===== src/rtl/ro_puf_pkg.sv =====
// Shared types and default constants for the ring-oscillator PUF reader.
package ro_puf_pkg;
  typedef enum logic [2:0] {
    ST_IDLE,
    ST_SETTLE,
    ST_MEASURE,
    ST_COMPARE,
    ST_DONE
  } state_e;

  localparam int DEF_NUM_RO = 16;
  localparam int DEF_WINDOW = 1024;
  localparam int DEF_SETTLE = 4;
  localparam int DEF_CNT_W  = 16;
endpackage


===== src/rtl/ro_edge_counter.sv =====
// Synchronizes one raw oscillator, detects rising edges and counts them
// into a saturating counter gated by clear and count-enable.
module ro_edge_counter
  import ro_puf_pkg::*;
#(
  parameter int CNT_W = DEF_CNT_W
) (
  input  logic             clk,
  input  logic             rst,
  input  logic             ro_i,
  input  logic             clear_i,
  input  logic             cnt_en_i,
  output logic [CNT_W-1:0] count_o
);
  logic             sync1_q, sync2_q, hist_q;
  logic             rise;
  logic [CNT_W-1:0] cnt_q, cnt_d;

  assign rise = sync2_q & ~hist_q;

  always_comb begin
    cnt_d = cnt_q;
    if (clear_i) begin
      cnt_d = '0;
    end else if (cnt_en_i && rise && (cnt_q != '1)) begin
      cnt_d = cnt_q + 1'b1;
    end
  end

  always_ff @(posedge clk or posedge rst) begin
    if (rst) begin
      sync1_q <= 1'b0;
      sync2_q <= 1'b0;
      hist_q  <= 1'b0;
      cnt_q   <= '0;
    end else begin
      sync1_q <= ro_i;
      sync2_q <= sync1_q;
      hist_q  <= sync2_q;
      cnt_q   <= cnt_d;
    end
  end

  assign count_o = cnt_q;
endmodule


===== src/rtl/ro_puf_reader.sv =====
// Enables two challenge-selected oscillators, counts their edges over a fixed
// window and reports which one ran faster.
module ro_puf_reader
  import ro_puf_pkg::*;
#(
  parameter int NUM_RO = DEF_NUM_RO,
  parameter int SEL_W  = $clog2(NUM_RO),
  parameter int WINDOW = DEF_WINDOW,
  parameter int SETTLE = DEF_SETTLE,
  parameter int CNT_W  = DEF_CNT_W
) (
  input  logic              clk,
  input  logic              rst,
  input  logic [NUM_RO-1:0] ro_in,
  output logic [NUM_RO-1:0] ro_en,
  input  logic              start,
  input  logic [SEL_W-1:0]  chal_a,
  input  logic [SEL_W-1:0]  chal_b,
  output logic              busy,
  output logic              done,
  output logic              response,
  output logic              equal,
  output logic [CNT_W-1:0]  count_a,
  output logic [CNT_W-1:0]  count_b,
  output state_e            state_dbg
);
  localparam int TMR_MAX = (WINDOW > SETTLE) ? WINDOW : SETTLE;
  localparam int TMR_W   = $clog2(TMR_MAX + 1);

  state_e             state_q, state_d;
  logic [TMR_W-1:0]   tmr_q, tmr_d;
  logic [SEL_W-1:0]   sel_a_q, sel_b_q;
  logic               response_q, equal_q;
  logic [CNT_W-1:0]   count_a_q, count_b_q;
  logic [CNT_W-1:0]   cnt_a, cnt_b;
  logic               ro_a, ro_b;
  logic               enabled;

  always_ff @(posedge clk or posedge rst) begin
    if (rst) begin
      state_q <= ST_IDLE;
      tmr_q   <= '0;
    end else begin
      state_q <= state_d;
      tmr_q   <= tmr_d;
    end
  end

  always_comb begin
    state_d = state_q;
    tmr_d   = tmr_q;
    unique case (state_q)
      ST_IDLE: begin
        tmr_d = '0;
        if (start) state_d = ST_SETTLE;
      end
      ST_SETTLE: begin
        if (tmr_q == TMR_W'(SETTLE - 1)) begin
          state_d = ST_MEASURE;
          tmr_d   = '0;
        end else begin
          tmr_d = tmr_q + 1'b1;
        end
      end
      ST_MEASURE: begin
        if (tmr_q == TMR_W'(WINDOW - 1)) begin
          state_d = ST_COMPARE;
          tmr_d   = '0;
        end else begin
          tmr_d = tmr_q + 1'b1;
        end
      end
      ST_COMPARE: state_d = ST_DONE;
      ST_DONE:    state_d = ST_IDLE;
      default:    state_d = ST_IDLE;
    endcase
  end

  // Out-of-range indices match no bit, so they neither enable nor feed a counter.
  always_comb begin
    enabled = (state_q == ST_SETTLE) || (state_q == ST_MEASURE);
    busy    = (state_q != ST_IDLE);
    done    = (state_q == ST_DONE);
    ro_en   = '0;
    ro_a    = 1'b0;
    ro_b    = 1'b0;
    for (int i = 0; i < NUM_RO; i++) begin
      if (enabled && ((int'(sel_a_q) == i) || (int'(sel_b_q) == i))) ro_en[i] = 1'b1;
      if (int'(sel_a_q) == i) ro_a = ro_in[i];
      if (int'(sel_b_q) == i) ro_b = ro_in[i];
    end
  end

  always_ff @(posedge clk or posedge rst) begin
    if (rst) begin
      sel_a_q    <= '0;
      sel_b_q    <= '0;
      response_q <= 1'b0;
      equal_q    <= 1'b0;
      count_a_q  <= '0;
      count_b_q  <= '0;
    end else begin
      if ((state_q == ST_IDLE) && start) begin
        sel_a_q <= chal_a;
        sel_b_q <= chal_b;
      end
      if (state_q == ST_COMPARE) begin
        response_q <= (cnt_a > cnt_b);
        equal_q    <= (cnt_a == cnt_b);
        count_a_q  <= cnt_a;
        count_b_q  <= cnt_b;
      end
    end
  end

  ro_edge_counter #(.CNT_W(CNT_W)) u_cnt_a (
    .clk      (clk),
    .rst      (rst),
    .ro_i     (ro_a),
    .clear_i  (state_q == ST_SETTLE),
    .cnt_en_i (state_q == ST_MEASURE),
    .count_o  (cnt_a)
  );

  ro_edge_counter #(.CNT_W(CNT_W)) u_cnt_b (
    .clk      (clk),
    .rst      (rst),
    .ro_i     (ro_b),
    .clear_i  (state_q == ST_SETTLE),
    .cnt_en_i (state_q == ST_MEASURE),
    .count_o  (cnt_b)
  );

  assign response  = response_q;
  assign equal     = equal_q;
  assign count_a   = count_a_q;
  assign count_b   = count_b_q;
  assign state_dbg = state_q;
endmodule


===== config.mk =====
export PLATFORM = sky130hd
export DESIGN_NAME = ro_puf_reader
export DESIGN_NICKNAME = d
export VERILOG_FILES = /design/src/rtl/ro_puf_pkg.sv /design/src/rtl/ro_edge_counter.sv /design/src/rtl/ro_puf_reader.sv
export SDC_FILE = /design/constraint.sdc
export NUM_CORES = 1
export LEC_CHECK = 0
export ABC_AREA = 1
export CAP_MARGIN = 5
export CORE_ASPECT_RATIO = 1.4
export CORE_MARGIN = 4
export CORE_UTILIZATION = 40
export DETAILED_ROUTE_END_ITERATION = 8
export PLACE_DENSITY = 0.63
export SYNTH_ARGS = -nofsm -noshare
export SYNTH_HDL_FRONTEND = slang
export SYNTH_SLANG_ARGS = --single-unit

===== constraint.sdc =====
create_clock -name clk -period 3.9 [get_ports clk]
set_input_delay 0.78 -clock clk [delete_from_list [all_inputs] [get_ports clk]]
set_output_delay 0.78 -clock clk [all_outputs]
set_load 0.01 [all_outputs]

# ---- Word level (Yosys, flattened, before mapping)
# Cells that the tools add are included.
dict set report classes {
  order_cmp 1
  mul 0
  bitwise_logic 4
  n_reduce_logical 46
  n_shift 0
  eq_ne 42
  n_addsub 3
  n_mux 59
  div_mod_pow 0
}
# op n
set ops {}
lappend ops {{$eq 4x4->1 const B} 16}
lappend ops {{$mux 16} 4}
lappend ops {{$mux 1} 48}
lappend ops {{$pmux 11 s3} 1}
lappend ops {{$add 16x1->16 const B} 2}
lappend ops {{$eq 4x3->1 const B} 8}
lappend ops {{$ne 16x16->1 const B} 2}
lappend ops {{$mux 11} 2}
lappend ops {{$logic_and 1x1->1} 21}
lappend ops {{$logic_or 1x1->1} 17}
lappend ops {{$eq 16x16->1} 1}
lappend ops {{$eq 4x2->1 const B} 4}
lappend ops {{$gt 16x16->1} 1}
lappend ops {{$pmux 3 s4} 1}
lappend ops {{$add 11x1->11 const B} 1}
lappend ops {{$eq 11x10->1 const B} 1}
lappend ops {{$eq 11x2->1 const B} 1}
lappend ops {{$mux 3} 3}
lappend ops {{$eq 4x1->1 const B} 2}
lappend ops {{$logic_not 4->1} 2}
lappend ops {{$eq 3x2->1 const B} 2}
lappend ops {{$ne 2x2->1 const B} 3}
lappend ops {{$reduce_bool 3->1} 2}
lappend ops {{$reduce_bool 2->1} 2}
lappend ops {{other kinds (6)} 8}
dict set report totals {
  mem_count 0
  reg_bits 94
  input_bits 27
  latch_bits 0
  mem_bits_rw 0
  romBits 0
}

# ---- Longest topological paths before layout
# Gate-level depths: netlist of the first run.
dict set report logic_depth {
  depth_word 17
  mapped_depth 13
  mapped_depth_nobuf 13
}

# ---- By module
# A second synthesis of the first run with hierarchy kept.
dict set report hier_totals {
  hier_cells 741
  hier_area_um2 5501.5
}
# module cells_per_inst instances seq_area_each_um2 area_each_um2
set by_module_without_submodules {}
lappend by_module_without_submodules {ro_puf_reader 451 1 1401.3 3296.9}
lappend by_module_without_submodules {ro_edge_counter 145 2 475.5 1102.3}

# ---- Worst setup path before layout of the first run
# OpenSTA, ideal clock, no wires.
dict set report synth_timing {
  path_type {flip-flop to output port}
  start {register state_q[1] (netlist: state_dbg[1])}
  end {output ro_en[0]}
  slack_ns 1.823
  arrival_time_ns 1.297
  required_ns 3.120
  path_buffers 1
  path_stages_with_launch 7
  path_cell_list {dfrtp_1 > inv_1 > nand3_1 > nand2_1 > clkbuf_1 > o21ai_0 > inv_1}
}
dict set report synth_via {
  elab_chain_cells 4
  elab_cells_between_ends 5
  classes_between {eq/ne: 2; mux: 1; reduce/logical: 2}
}
# item line
set synth_lines {}
lappend synth_lines {{start, declared} ro_puf_reader.sv:30} ;# state_e state_q, state_d;
lappend synth_lines {{start signal, assigned} ro_puf_reader.sv:44} ;# state_q <= state_d;
lappend synth_lines {{$eq 3x1->1 or $eq 3x2->1 (tied branches)} ro_puf_reader.sv:81} ;# enabled = (state_q == ST_SETTLE) || (state_q == ST_MEASURE);
lappend synth_lines {{$logic_or 1x1->1 (*)} ro_puf_reader.sv:81}
lappend synth_lines {{$logic_and 1x1->1 (*)} ro_puf_reader.sv:88} ;# if (enabled && ((int'(sel_a_q) == i) || (int'(sel_b_q) == i))) ro_en[i] = 1'b1;
lappend synth_lines {{$mux 1 (*)} ro_puf_reader.sv:88}
lappend synth_lines {{end, declared} ro_puf_reader.sv:15} ;# output logic [NUM_RO-1:0] ro_en,
# Every way passes the cells marked *; elsewhere a longest branch is shown, timed or not.

# ---- Worst setup path after layout of the first run
# Ends and elaborated chain as after synthesis.

==> summary.txt, run 1 <==
first-pass GRT wire length: 22000 µm
reg-to-reg critical path endpoint: response
Clock transition at path regs: 0.07 ns
fin crit share: 0.816
DRC viols: 0
peak supply drop: 0.000320 V
reg2reg path depth: 7
clock buffer depth: 2
CTS H-tree lvls: 3
Die Y: 142 µm
most frequent cells in the layout: 126 x nand2_1, 94 x dfrtp_1, 89 x inv_1
Slew headroom: 0.452
post-synthesis average cell area: 7.83 µm²
Yosys top cell area share: 0.457
multiplexer area fraction after synthesis: 0.00437
initial antenna violation count: 0
fin nets: 787
Hold Path Depth: 0
commonest non-fill, non-tap cell in the layout: nand2_1
Synth area leader: dfrtp_1
total gr overflow: 0
Net Count, Synth: 704
core area: 12500 µm²
Yosys reg bits: 94
library cells used by synthesis: 39
die area: 14800 µm²
Via density: 5.21
Highest Clock Rate: 314 MHz
clock root buffer master: clkbuf_16
max-cap check violation count: 0
vias in the first global route: 4752
CTS Buf Count: 9
top layer used by detailed routing: met4
Worst Path Max Fanout: 23
DP HPWL: 10100 µm
met3 routed WL: 762 µm
Setup Buffers After CTS: 0
Area Growth Syn to Fin: 25.0%
worst path required time: 3.12 ns
worst-skew pair later-pin latency: 0.35 ns
Final Non-Filler Cells: 896
count of warnings emitted by yosys: 0
RSZ-0062 raised after global routing: false
worst slew pin tran: 0.821 ns
Num Clock Sinks: 94
Die Wd: 104 µm
antenna diode count: 0
largest net degree at the start of global routing: 45
complex-gate fraction of the synthesized area: 0.127
Cell Area, Synth: 5150 µm²
Routed met2 length: 6490 µm
Seq/Total Area, Yosys: 0.457
endpoints failing hold: 0
drt first-iter violations: 236
WL/cell: 14.8 µm
Final Critical Period: 3.18 ns
drt pass-1 iters: 5
largest cells by area after synthesis: dfrtp_1 46%, nand2_1 9.2%, inv_1 6.6%, o21ai_0 6.5%, nor2_1 5.8%
gr usage total: 0.184
TNS Setup: 0 ns
M1 wire length: 5570 µm
critical path arrival: 2.40 ns
row count: 48
Worst Hold Class: register to register
min-delay src: u_cnt_b.sync1_q
EDFF count, synth: 0
Vias: 4669
async set or reset register ratio after synthesis: 1.00
GPL Wtd Cong: 0.913
Setup crit end kind: output pin
placed cell count: 880
total I/O pin count: 82
R2R Path Start: state_dbg[0]
pwr/cell area: 516 nW/µm²
initial core utilization: 0.412
R2R Setup Slk: 1.60 ns
Max Slew Vio Count: 0
hold endpoint: u_cnt_b.sync2_q
leakage: 0.00288 µW
Synth Area in Simple Gates: 0.276
Setup-failing EPs final: 0
hold_buf cts: 0
Main synth FF type: dfrtp_1
post-CTS resize count: 0
Crit Path Category: register to output pin
main combinational cell family by area after synthesis: simple AND/OR/NAND/NOR gates
post-synthesis xor/xnor area fraction: 0.0102
DRT Wirelength: 13300 µm
Synth Area in Adders: 0.0462
CTS tree: yes
outcome: complete, no violations
CP startpoint kind: register
Buffers on Ports: 81
share of layout cells above drive strength 1: 0.0670
Gate Count Post-Synth: 658
Setup Skew: 0.00761 ns
ANT nets after route: 0
state kept, by name, summed over array words and instances, names as in the netlist:
| register | cells |
|---|---|
| u_cnt_b.sync1_q | 1 |
| count_b | 16 |
| response | 1 |
| u_cnt_b.count_o | 16 |
| sel_a_q | 4 |
| tmr_q | 11 |
| u_cnt_a.sync2_q | 1 |
| u_cnt_a.count_o | 16 |
| equal | 1 |
| count_a | 16 |
| sel_b_q | 4 |
| u_cnt_a.hist_q | 1 |
| state_dbg | 3 |
| u_cnt_b.hist_q | 1 |
| u_cnt_b.sync2_q | 1 |
| u_cnt_a.sync1_q | 1 |
layer usage:
| metal | track usage | vias to the layer above |
|---|---|---|
| met5 | 0 | - |
| met4 | 0.0840 | 0 |
| met2 | 0.324 | 168 |
| li1 | - | 2323 |
| met1 | 0.219 | 2137 |
| met3 | 0.0359 | 41 |
power by group:
group | switching [µW] | total, µW | internal, µW
clock | 384 | 886 | 501
sequential | 112 | 1210 | 1100
combinational | 805 | 1230 | 424
kinds of logic (layout without fill, tap and decap cells):
| family | Yosys count | in the layout |
|---|---|---|
| simple gates | 307 | 307 |
| compound gates | 123 | 123 |
| flops | 94 | 94 |
| mux | 2 | 2 |
| xor+xnor | 6 | 6 |
| fa+ha+maj | 19 | 19 |
| buf+inv | 107 | 195 |
worst max-delay path by stage:
stage	from	endpoint	slack [ns]
CTS	state_dbg[1]	ro_en[0]	0.72
global route	state_dbg[1]	ro_en[15]	0.52
floorplan	rst	count_a[0]	0.67
global placement	state_dbg[1]	ro_en[5]	1.18
finish	state_dbg[1]	ro_en[0]	0.72
detailed placement	state_dbg[1]	ro_en[0]	1.11
cell type report:
type / count / area (µm²)
Fill cell: 1241 / 6050
Multi-Input combinational cell: 457 / 2390
Sequential cell: 94 / 2350
Timing Repair Buffer: 85 / 853
Inverter: 94 / 359
Clock buffer: 10 / 229
Tap cell: 150 / 188
Clock inverter: 6 / 70.1
per-stage QoR:
step | instance area (µm²) | hold slack, ns | power, µW | setup slack (ns) | utilization
final | 6440 | 0.349 | 3320 | 0.717 | 0.515
after global routing | 6440 | 0.352 | 3540 | 0.520 | 0.515
after CTS | 6440 | 0.350 | 3340 | 0.718 | 0.515
after detailed placement | 6140 | 0.335 | 2440 | 1.11 | 0.491
after global placement | 6140 | 0.333 | 2430 | 1.18 | 0.491
after floorplan | 5150 | 0.331 | 1990 | 0.671 | -
synth_stat cells (3+ instances only):
master	count
nand3_1	39
nand2_1	126
nor2_4	3
xor2_1	6
o21a_1	4
dfrtp_1	94
nor2_2	3
inv_1	90
nor3_2	6
ha_1	19
nor3_1	25
inv_2	3
nand2_2	3
nand4_1	10
clkbuf_1	9
buf_2	4
a21oi_1	42
nor2_1	79
o21ai_0	67
critical path: stages, from the launching register on:
cell	delay (ns)
dfrtp_1	0.43
inv_1	0.13
nand3_1	0.08
buf_4	0.22
nand2_1	0.37
o21ai_0	0.19
inv_1	0.08
clkdlybuf4s50_1	0.54
(Power assumes the default switching activity.)
==> inputs of run 2 (changes only) <==
--- a/config.mk
+++ b/config.mk
@@ -11,7 +11,7 @@
 export CORE_MARGIN = 4
 export CORE_UTILIZATION = 40
 export DETAILED_ROUTE_END_ITERATION = 8
-export PLACE_DENSITY = 0.63
+export PLACE_DENSITY = 0.66
 export SYNTH_ARGS = -nofsm -noshare
 export SYNTH_HDL_FRONTEND = slang
 export SYNTH_SLANG_ARGS = --single-unit
==> constraint.sdc (replaced) <==
create_clock -name clk -period 2.6 [get_ports clk]
set_input_delay 0.52 -clock clk [delete_from_list [all_inputs] [get_ports clk]]
set_output_delay 0.52 -clock clk [all_outputs]
set_load 0.01 [all_outputs]
==> run 2 against run 1 <==
Largest power group unchanged. Power rose by 53%. Cell count increased by 0.45%. Critical path depth unchanged. Clock power is 56% higher. Via count is 0.60% higher. Utilization is 0.72 points higher. First-iteration DRC count down 6.4%.
==> summary.txt, run 2 (synthesis gave the netlist of run 1 again) <==
Worst Hold Class: register to register (unchanged)
area occupied by multi-input gates: 2420 µm² (was 2390 µm²)
Vias: 4697 (was 4669)
Worst Path Max Fanout: 5 (was 23)
gr usage total: 0.178 (was 0.184)
Crit Path Category: register to output pin (unchanged)
Setup-failing EPs final: 0 (unchanged)
fin nets: 791 (was 787)
Final Critical Period: 2.51 ns
TNS Setup: 0 ns (unchanged)
largest net degree at the start of global routing: 49 (was 45)
core area: 12500 µm² (unchanged)
design area: 6530 µm² (was 6440 µm²)
most frequent cells in the layout: 125 x nand2_1, 94 x dfrtp_1, 89 x inv_1 (was 126 x nand2_1, 94 x dfrtp_1, 89 x inv_1)
total gr overflow: 0 (unchanged)
worst slack, placed: 0.213 ns (was 1.11 ns)
commonest non-fill, non-tap cell in the layout: nand2_1 (unchanged)
placed cell count: 883 (was 880)
Hold Path Depth: 0 (unchanged)
reg2reg path depth: 8 (was 7)
pwr/cell area: 781 nW/µm² (was 516 nW/µm²)
first-pass GRT wire length: 21700 µm (was 22000 µm)
critical path depth: 7 (unchanged)
peak supply drop: 0.000566 V (was 0.000320 V)
DP HPWL: 9830 µm (was 10100 µm)
CTS H-tree lvls: 3 (unchanged)
total I/O pin count: 82 (unchanged)
R2R Path Start: state_dbg[1] (was state_dbg[0])
Highest Clock Rate: 399 MHz
row count: 48 (unchanged)
ANT nets after route: 0 (unchanged)
outcome: complete, no violations (unchanged)
CP Buf/Inv Count: 4 (unchanged)
die area: 14800 µm² (unchanged)
CP startpoint kind: register (unchanged)
reg-to-reg critical path endpoint: tmr_q[9] (was response)
Setup crit end kind: output pin (unchanged)
CP most frequent cell: inv_1 (unchanged)
max-cap check violation count: 0 (unchanged)
worst-skew pair later-pin latency: 0.34 ns (was 0.35 ns)
Critical-path top delay cell: clkdlybuf4s50_1 (unchanged)
Final WS setup: 0.0933 ns (was 0.717 ns)
cell family with most CP delay: buffers and inverters (unchanged)
Max stage delay on crit path: 0.53 ns (was 0.54 ns)
register area: 2350 µm² (unchanged)
drt first-iter violations: 221 (was 236)
Via density: 5.22 (was 5.21)
share of layout cells above drive strength 1: 0.0787 (was 0.0670)
endpoints failing hold: 0 (unchanged)
Setup Skew: 0.00713 ns (was 0.00761 ns)
antenna diode count: 0 (unchanged)
fin crit share: 0.964
Buffers on Ports: 81 (unchanged)
initial core utilization: 0.412 (unchanged)
clock buffer depth: 2 (unchanged)
Max Slew Vio Count: 0 (unchanged)
GPL Wtd Cong: 0.972 (was 0.913)
Die Y: 142 µm (unchanged)
initial antenna violation count: 0 (unchanged)
critical path, cell by cell: inv_1 > nor2_1 > inv_1 > nor2_1 > o21ai_0 > inv_1 > clkdlybuf4s50_1 (was inv_1 > nand3_1 > buf_4 > nand2_1 > o21ai_0 > inv_1 > clkdlybuf4s50_1)
RSZ-0062 raised after global routing: true (was false)
Cell Area, Placed: 6180 µm² (was 6140 µm²)
Slew headroom: 0.663 (was 0.452)
worst path required time: 2.08 ns (was 3.12 ns)
CTS Buf Count: 9 (unchanged)
min-delay src: u_cnt_b.sync1_q (unchanged)
critical path arrival: 1.99 ns (was 2.40 ns)
# fillers: 1160 (was 1241)
Die Wd: 104 µm (unchanged)
DRT Wirelength: 12700 µm (was 13300 µm)
leakage: 0.00291 µW (was 0.00288 µW)
CTS tree: yes (unchanged)
Area Growth Syn to Fin: 26.7% (was 25.0%)
Num Clock Sinks: 94 (unchanged)
R2R Setup Slk: 0.52 ns (was 1.60 ns)
DRC viols: 0 (unchanged)
worst slew pin tran: 0.503 ns (was 0.821 ns)
Pwr Total: 5100 µW (was 3320 µW)
Final Non-Filler Cells: 900 (was 896)
clock root buffer master: clkbuf_16 (unchanged)
vias in the first global route: 4628 (was 4752)
WL/cell: 14.1 µm (was 14.8 µm)
Clock transition at path regs: 0.06 ns (was 0.07 ns)
drt pass-1 iters: 5 (unchanged)
hold endpoint: u_cnt_b.sync2_q (unchanged)
-- run 2: worst max-delay path by stage --
stage               slack, ns         to          from
floorplan                0.78   ro_en[0]  state_dbg[1]
global placement         0.30   ro_en[8]  state_dbg[0]
detailed placement       0.21   ro_en[9]  state_dbg[0]
CTS                     0.006  ro_en[11]  state_dbg[0]
global route            -0.02  ro_en[13]    sel_b_q[0]
finish                   0.09  ro_en[13]    sel_b_q[0]
-- run 2: per-layer routing --
| layer | part of all wire | global-route usage | up-vias | routed length [µm] |
|---|---|---|---|---|
| met2 | 0.49 | 0.317 | 164 | 6290 |
| met3 | 0.049 | 0.0340 | 31 | 628 |
| met5 | 0 | 0 | - | 0 |
| li1 | - | - | 2332 | - |
| met1 | 0.42 | 0.211 | 2170 | 5400 |
| met4 | 0.031 | 0.0770 | 0 | 398 |
-- run 2: worst register-to-register path: cells and delay by family (launching register included) --
| kind | cells | cell delay, ns |
|---|---|---|
| AO/OA/AOI/OAI | 1 | 0.33 |
| buffers and inverters | 3 | 0.54 |
| flip-flops | 1 | 0.44 |
| AND/OR/NAND/NOR | 4 | 0.66 |
-- run 2: final cells by class --
class	instances	area share
clock buffers	10	0.0351
well taps	150	0.0287
multi-input cells	457	0.370
clock inverters	6	0.0132
flip-flops and latches	94	0.360
inverters	94	0.0554
repair buffers	89	0.137
-- run 2: repair_timing --
action / CTS / global route
resized for setup: 1 / 6
pin swaps: 0 / 1
setup endpoints to repair: 16 / 16
buffers inserted: 0 / 1
hold buffers: 0 / 0
-- run 2: where the power goes --
group,internal (µW),switching [µW]
clock network,841,543
registers,1650,180
logic,685,1200
total,3170,1930
-- run 2: stage by stage --
stage / util / hold slack (ns)
3_5_place_dp: 0.494 / 0.337
6_report: 0.523 / 0.353
3_3_place_gp: 0.494 / 0.335
2_1_floorplan: - / 0.331
5_1_grt: 0.523 / 0.355
4_1_cts: 0.520 / 0.353
